===== config.mk =====
export PLATFORM = sky130hd
export DESIGN_NAME = tetris_cmd_sched_flat
export DESIGN_NICKNAME = d
export VERILOG_FILES = /design/src/rtl/enum_type.sv /design/src/rtl/tetris_cmd_sched_if.sv /design/src/rtl/cmd_fifo.sv /design/src/rtl/tetris_cmd_sched.sv /design/src/flat_wrapper.sv
export SDC_FILE = /design/constraint.sdc
export NUM_CORES = 1
export LEC_CHECK = 0
export ABC_AREA = 1
export ABC_CLOCK_PERIOD_IN_PS = 5680
export CORE_ASPECT_RATIO = 0.9
export CORE_MARGIN = 1
export CORE_UTILIZATION = 45
export CTS_BUF_LIST = sky130_fd_sc_hd__clkbuf_16
export DETAILED_ROUTE_END_ITERATION = 8
export PLACE_DENSITY = 0.63
export SLEW_MARGIN = 20
export SYNTH_ARGS = -nofsm -noshare
export SYNTH_HDL_FRONTEND = slang
export SYNTH_SLANG_ARGS = --single-unit

===== constraint.sdc =====
create_clock -name clk -period 5.68 [get_ports clk]
set_clock_uncertainty 0.1 [all_clocks]
set_input_delay 0.852 -clock clk [delete_from_list [all_inputs] [get_ports clk]]
set_output_delay 0.852 -clock clk [all_outputs]
set_load 0.03 [all_outputs]

===== src/rtl/enum_type.sv =====
// Shared command codes, gravity default and grav-pending state for tetris_cmd_sched.
package enum_type;

    localparam int GRAV_TICK_DEF = 50_000_000;

    typedef enum logic [3:0] {
        CMD_NONE       = 4'd0,
        CMD_LEFT       = 4'd1,
        CMD_RIGHT      = 4'd2,
        CMD_DOWN       = 4'd3,
        CMD_ROTATE     = 4'd4,
        CMD_ROTATE_REV = 4'd5,
        CMD_DROP       = 4'd6,
        CMD_HOLD       = 4'd7,
        CMD_BAR        = 4'd8
    } cmd_type;

    typedef enum logic {
        GRAV_IDLE = 1'b0,
        GRAV_PEND = 1'b1
    } state_type;

endpackage


===== src/rtl/tetris_cmd_sched_if.sv =====
// Source strobes and consumer handshake of the command scheduler.
interface tetris_cmd_sched_if #(
    parameter int NCH   = 4,
    parameter int CMD_W = 4
);
    logic [NCH-1:0]       src_valid;
    logic [NCH*CMD_W-1:0] src_cmd;
    logic                 cmd_valid;
    logic [CMD_W-1:0]     cmd;
    logic                 cmd_ready;

    modport master (
        output src_valid, src_cmd, cmd_ready,
        input  cmd_valid, cmd
    );

    modport slave (
        input  src_valid, src_cmd, cmd_ready,
        output cmd_valid, cmd
    );
endinterface


===== src/rtl/cmd_fifo.sv =====
// Command FIFO: power-of-2 depth, wrapping pointers, registered occupancy.
module cmd_fifo #(
    parameter int DEPTH = 8,
    parameter int W     = 4
) (
    input  logic                     clk,
    input  logic                     reset_n,
    input  logic                     flush,
    input  logic                     push,
    input  logic [W-1:0]             din,
    input  logic                     pop,
    output logic [W-1:0]             head,
    output logic [W-1:0]             tail,
    output logic                     full,
    output logic                     empty,
    output logic [$clog2(DEPTH):0]   count
);
    localparam int PW = $clog2(DEPTH);
    localparam int CW = PW + 1;

    logic [W-1:0]  mem [DEPTH];
    logic [PW-1:0] wptr;
    logic [PW-1:0] rptr;
    logic [PW-1:0] tptr;
    logic          do_push;
    logic          do_pop;

    assign empty   = (count == '0);
    assign full    = (count == CW'(DEPTH));
    assign do_pop  = pop && !empty;
    assign do_push = push && (!full || do_pop);
    assign tptr    = wptr - PW'(1);
    assign head    = mem[rptr];
    assign tail    = mem[tptr];

    always_ff @(posedge clk or negedge reset_n) begin
        if (!reset_n) begin
            wptr  <= '0;
            rptr  <= '0;
            count <= '0;
        end else if (flush) begin
            wptr  <= '0;
            rptr  <= '0;
            count <= '0;
        end else begin
            if (do_push) wptr <= wptr + PW'(1);
            if (do_pop)  rptr <= rptr + PW'(1);
            count <= count + CW'(do_push) - CW'(do_pop);
        end
    end

    always_ff @(posedge clk) begin
        if (do_push && !flush) mem[wptr] <= din;
    end

endmodule


===== src/rtl/tetris_cmd_sched.sv =====
// Priority command scheduler with gravity ticker and output FIFO.
// Optional TETRIS_CMD_COALESCE_EN merges back-to-back queued DOWN commands.
module tetris_cmd_sched
    import enum_type::*;
#(
    parameter int NCH       = 4,
    parameter int QDEPTH    = 8,
    parameter int CMD_W     = 4,
    parameter int GRAV_TICK = GRAV_TICK_DEF,
    parameter int LVL_W     = 3
) (
    input  logic                      clk,
    input  logic                      reset_n,
    tetris_cmd_sched_if.slave         bus,
    input  logic                      run,
    input  logic [LVL_W-1:0]          level,
    input  logic                      flush,
    output logic [$clog2(QDEPTH):0]   count,
    output logic [7:0]                drop_cnt
);
    localparam int CW = $clog2(QDEPTH) + 1;
    localparam int GW = $clog2(GRAV_TICK + 1);
    localparam logic [CMD_W-1:0] C_NONE = CMD_W'(CMD_NONE);
    localparam logic [CMD_W-1:0] C_DOWN = CMD_W'(CMD_DOWN);

    state_type        gstate;
    logic [GW-1:0]    gcnt;
    logic [GW-1:0]    period;
    logic             hit;
    logic             grav_req;
    logic             win;
    logic [CMD_W-1:0] win_cmd;
    logic [3:0]       nreq;
    logic [3:0]       losers;
    logic             push_req;
    logic [CMD_W-1:0] push_cmd;
    logic             pop;
    logic             absorb;
    logic             push;
    logic             full_drop;
    logic [4:0]       drops;
    logic [8:0]       dsum;
    logic [CMD_W-1:0] head;
    logic [CMD_W-1:0] tail;
    logic             full;
    logic             empty;

    // Period of 0 or 1 collapses to firing every cycle.
    assign period = GW'(GRAV_TICK) >> level;
    assign hit    = run &&
        (({1'b0, gcnt} + {{GW{1'b0}}, 1'b1}) >= {1'b0, period});

    always_comb begin
        win     = 1'b0;
        win_cmd = C_NONE;
        nreq    = '0;
        for (int i = 0; i < NCH; i++) begin
            if (bus.src_valid[i] &&
                bus.src_cmd[i*CMD_W +: CMD_W] != C_NONE) begin
                nreq    = nreq + 4'd1;
                win     = 1'b1;
                win_cmd = bus.src_cmd[i*CMD_W +: CMD_W];
            end
        end
    end

    assign losers   = nreq - {3'b000, win};
    assign grav_req = hit || (gstate == GRAV_PEND);
    assign push_req = win || grav_req;
    assign push_cmd = win ? win_cmd : C_DOWN;
    assign pop      = bus.cmd_valid && bus.cmd_ready;

`ifdef TETRIS_CMD_COALESCE_EN
    // A lone DOWN being popped this cycle is no longer queued.
    assign absorb = (push_cmd == C_DOWN) && !empty && (tail == C_DOWN)
                    && !(pop && count == CW'(1));
`else
    logic unused_tail;
    assign unused_tail = ^tail;
    assign absorb      = 1'b0;
`endif

    assign push      = push_req && !absorb && !flush && (!full || pop);
    assign full_drop = push_req && !absorb && !flush && full && !pop;
    assign drops     = {1'b0, losers} + {4'b0000, full_drop};
    assign dsum      = {1'b0, drop_cnt} + {4'b0000, drops};

    always_ff @(posedge clk or negedge reset_n) begin
        if (!reset_n) begin
            gcnt     <= '0;
            gstate   <= GRAV_IDLE;
            drop_cnt <= '0;
        end else begin
            if (!run || hit) gcnt <= '0;
            else             gcnt <= gcnt + GW'(1);
            if (flush)                gstate <= GRAV_IDLE;
            else if (grav_req && win) gstate <= GRAV_PEND;
            else                      gstate <= GRAV_IDLE;
            drop_cnt <= dsum[8] ? 8'hFF : dsum[7:0];
        end
    end

    cmd_fifo #(
        .DEPTH (QDEPTH),
        .W     (CMD_W)
    ) u_fifo (
        .clk     (clk),
        .reset_n (reset_n),
        .flush   (flush),
        .push    (push),
        .din     (push_cmd),
        .pop     (pop),
        .head    (head),
        .tail    (tail),
        .full    (full),
        .empty   (empty),
        .count   (count)
    );

    assign bus.cmd_valid = !empty;
    assign bus.cmd       = empty ? C_NONE : head;

endmodule

===== src/flat_wrapper.sv =====
// flat-port wrapper written by rule: the top's interface ports become plain ports
module tetris_cmd_sched_flat import enum_type::*;
#(
    parameter int NCH       = 4,
    parameter int QDEPTH    = 8,
    parameter int CMD_W     = 4,
    parameter int GRAV_TICK = GRAV_TICK_DEF,
    parameter int LVL_W     = 3
)
  (clk, reset_n, run, level, flush, count, drop_cnt, bus_src_valid, bus_src_cmd, bus_cmd_ready, bus_cmd_valid, bus_cmd);
  tetris_cmd_sched_if #(.NCH(NCH), .CMD_W(CMD_W)) bus_i ();
  input  logic clk;
  input  logic reset_n;
  input  logic run;
  input  logic [LVL_W-1:0] level;
  input  logic flush;
  output logic [$clog2(QDEPTH):0] count;
  output logic [7:0] drop_cnt;
  input wire logic [$bits(bus_i.src_valid)-1:0] bus_src_valid;
  input wire logic [$bits(bus_i.src_cmd)-1:0] bus_src_cmd;
  input wire logic [$bits(bus_i.cmd_ready)-1:0] bus_cmd_ready;
  output wire logic [$bits(bus_i.cmd_valid)-1:0] bus_cmd_valid;
  output wire logic [$bits(bus_i.cmd)-1:0] bus_cmd;
  assign bus_i.src_valid = bus_src_valid;
  assign bus_i.src_cmd = bus_src_cmd;
  assign bus_i.cmd_ready = bus_cmd_ready;
  assign bus_cmd_valid = bus_i.cmd_valid;
  assign bus_cmd = bus_i.cmd;
  tetris_cmd_sched #(.NCH(NCH), .QDEPTH(QDEPTH), .CMD_W(CMD_W), .GRAV_TICK(GRAV_TICK), .LVL_W(LVL_W)) u_core (.clk(clk), .reset_n(reset_n), .bus(bus_i), .run(run), .level(level), .flush(flush), .count(count), .drop_cnt(drop_cnt));
endmodule

==> qor.txt <==
=================================================================================
Run status ......................................................... complete, no violations
Row Count ..........................................................           36
Max Clock Freq .....................................................    0.196 GHz
Yosys top cell area share ..........................................        22.2%
Number of vias per cell ............................................         5.05
Setup TNS ..........................................................         0 ps
Sort of element at the start of the critical path ..................     register
Detailed Route WL ..................................................     11300 um
Met3 routing resource usage after global routing ...................        5.29%
Largest stage delay on the critical path ...........................       410 ps
Maximum fanout along the worst path ................................            7
Relative slew slack ................................................        52.0%
Leakage Power ......................................................      2.93 nW
Async set-or-reset flop fraction in the synthesized netlist ........        58.4%
Peak ir drop on the vdd network ....................................     0.320 mV
Ratio of cells with drive above 1 in the final layout ..............        8.54%
Post-cts repair resize count .......................................            0
Count of hold buffers inserted by post-cts repair ..................            0
Number of setup buffers added after CTS ............................            0
R2R setup slack ....................................................       590 ps
Vias after detailed routing ........................................         4194
TritonCTS clock tree ...............................................        built
Total of flip-flops plus latches after synthesis ...................           77
Area growth from synthesis to layout ...............................        18.1%
Effective utilization at floorplan .................................        46.5%
Mean area per synthesized cell .....................................     8.10 um2
Slew of the pin with the lowest slew margin ........................       715 ps
Post-Syn Instances .................................................          626
Portion of the post-synthesis area used by sequential elements .....        41.2%
Clock period minus final worst setup slack .........................      5090 ps
Routed wire length per instance ....................................      13.6 um
Die X ..............................................................       114 um
Total inserted antenna cells .......................................            0
Number of clock buffers inserted by TritonCTS ......................            9
Most used DFF post-synth ........................................... sky130_fd_sc_hd__dfrtp_1
Layer with the highest usage .......................................         met2
Initial antenna violation count ....................................            0
Number of enable-type register cells in the synthesized netlist ....           32
Top area cells in the synthesized netlist .......................... sky130_fd_sc_hd__dfrtp_1, sky130_fd_sc_hd__edfxtp_1, sky130_fd_sc_hd__ha_1, sky130_fd_sc_hd__nand2_1, sky130_fd_sc_hd__inv_1
Met1 layer usage reported by global route ..........................        29.3%
Place WS ...........................................................       485 ps
Post-Syn Area ......................................................     5070 um2
Wire length of the first global-routing pass .......................     18600 um
Total number of yosys warnings .....................................            0
Source-to-sink clock delay at the later pin of the worst-skew pair .       340 ps
Max-slew violation count ...........................................            0
CP endpoint kind ...................................................     register
GRT Util Overall ...................................................        20.8%
Number of design rule violations left after detail routing .........            0
Routability congestion estimate from global placement ..............        0.926
Largest net degree at the start of global routing ..................           46
Data required, critical path .......................................      5840 ps
Sinks on the clock net .............................................           77
Number of DRC markers after the initial detailed-route iteration ...          256
Post-detailed-placement half-perimeter wirelength ..................      8650 um
Setup-failing EPs final ............................................            0
Data arrival time of the critical path .............................      5250 ps
Slowest-stage cell, CP ............................................. sky130_fd_sc_hd__dfrtp_1
Period utilization .................................................        89.7%
Min-Delay Path Class ...............................................     in2async
Final worst slack ..................................................       587 ps
Total number of H-tree levels ......................................            3
Critical path class ................................................      reg2reg
Routing usage on met2 ..............................................        31.9%
Port-buffer cells ..................................................           44
Clk slew on worst S/H paths ........................................        60 ps
Core region area ...................................................    10900 um2
GRT Residual Overflow ..............................................            0
Ports ..............................................................           45
Vias in the first global route .....................................         3839
Longest Clk Path Bufs ..............................................            2
Cell taking the most area after synthesis .......................... sky130_fd_sc_hd__dfrtp_1
Die Area ...........................................................    11700 um2
Post-synthesis cell type count .....................................           43
Net count reported at finish .......................................          749
Detailed-router iteration count before antenna repair ..............            4
Chip height ........................................................       103 um
Final count of hold timing violations ..............................            0
Most numerous cell on the critical path ............................ sky130_fd_sc_hd__nand2_1
Buffer type at the clock tree root ................................. sky130_fd_sc_hd__clkbuf_16
Syn nets ...........................................................          701
Final antenna-violating net count ..................................            0
Depth of the worst register-to-register path .......................           32
Max-cap violations .................................................            0
Pwr dens ...........................................................   355 nW/um2
=================================================================================
==> metal layers <==
layer  wire (um)  share of wire [%]  vias up
li1            -                  -     2145
met1        5720                 51     1963
met2        4960                 44       73
met3         480                4.2       13
met4         140                1.2        0
met5           0                  0        -
==> cell type report <==
| class | instances | area, um2 |
|---|---|---|
| fillers | 1021 | 4910 |
| multi-input cells | 444 | 2600 |
| flip-flops and latches | 77 | 2090 |
| repair buffers | 44 | 438 |
| inverters | 98 | 368 |
| clock buffers | 9 | 225 |
| well taps | 152 | 190 |
| clock inverters | 7 | 76.3 |
==> report_power, final <==
part | internal (mW) | switching [mW]
registers | 0.671 | 0.0760
clock network | 0.343 | 0.242
logic | 0.307 | 0.486
==> layout by cell type, fill, tap and decap left out, types with 6 or more instances in the layout <==
cell                              synthesis  routed
sky130_fd_sc_hd__a21oi_1                 25      25
sky130_fd_sc_hd__edfxtp_1                32      32
sky130_fd_sc_hd__nor2_1                  86      86
sky130_fd_sc_hd__nor2_2                  11      11
sky130_fd_sc_hd__nor3_1                  11      11
sky130_fd_sc_hd__o21ai_0                 39      39
sky130_fd_sc_hd__nand3_1                 28      28
sky130_fd_sc_hd__dfrtp_1                 45      45
sky130_fd_sc_hd__ha_1                    44      44
sky130_fd_sc_hd__clkbuf_16                0       9
sky130_fd_sc_hd__nand2_1                117     117
sky130_fd_sc_hd__clkdlybuf4s50_1          0      43
sky130_fd_sc_hd__inv_1                   91      92
sky130_fd_sc_hd__xor2_1                  15      15
sky130_fd_sc_hd__nand4_1                  9       9
sky130_fd_sc_hd__or2_2                    6       6
==> metrics by stage <==
stage	total power, mW	cell area, um2	hold WS, ps	instances	util [%]
detailed placement	1.54	5670	420	815	52.0
floorplan	1.26	5070	377	626	-
global route	2.27	5990	460	831	54.9
finish	2.12	5990	414	831	54.9
global placement	1.53	5670	390	815	52.0
CTS	2.13	5970	429	831	54.8
==> registers in the layout, indices dropped and copies added (netlist names) <==
name	cells
u_core.u_fifo.mem	32
u_core.gstate	1
u_core.u_fifo.wptr	3
u_core.u_fifo.rptr	3
u_core.u_fifo.count	4
u_core.drop_cnt	8
u_core.gcnt	26
==> final timing paths <==
kind,startpoint,to
max reg2reg,u_core.gcnt[0],u_core.drop_cnt[6]
min in group clk,u_core.gcnt[0],u_core.gcnt[0]
min,reset_n,u_core.gcnt[21]
min reg2reg,u_core.gcnt[0],u_core.gcnt[0]
max in group asynchronous,reset_n,u_core.gcnt[8]
max,u_core.gcnt[0],u_core.drop_cnt[6]
==> cells in the mapped netlist (6+ instances only) <==
cell                       instances
sky130_fd_sc_hd__nand2_1         117
sky130_fd_sc_hd__inv_1            91
sky130_fd_sc_hd__nor2_1           86
sky130_fd_sc_hd__dfrtp_1          45
sky130_fd_sc_hd__ha_1             44
sky130_fd_sc_hd__o21ai_0          39
sky130_fd_sc_hd__edfxtp_1         32
sky130_fd_sc_hd__nand3_1          28
sky130_fd_sc_hd__a21oi_1          25
sky130_fd_sc_hd__xor2_1           15
sky130_fd_sc_hd__nor2_2           11
sky130_fd_sc_hd__nor3_1           11
sky130_fd_sc_hd__nand4_1           9
sky130_fd_sc_hd__or2_2             6
==> cell families after synthesis <==
family | Yosys count | share of synthesized area [%]
and+or+nand+nor | 291 | 26.2
buffers and inverters | 105 | 7.82
AOI/OAI and AO/OA | 87 | 9.52
DFF | 77 | 41.2
adders and majority gates | 47 | 12.0
xor gates and xnor gates | 18 | 3.11
muxes | 1 | 0.197
==> critical path, delay by kind of cell, from the launching register on <==
kind / cells / cell delay (ps)
and+or+nand+nor: 23 / 2700
adders and majority gates: 4 / 1190
DFF: 1 / 410
AOI/OAI and AO/OA: 2 / 230
xor gates and xnor gates: 1 / 200
buffers and inverters: 2 / 170
Note: power is estimated with default switching activity, not from simulation.
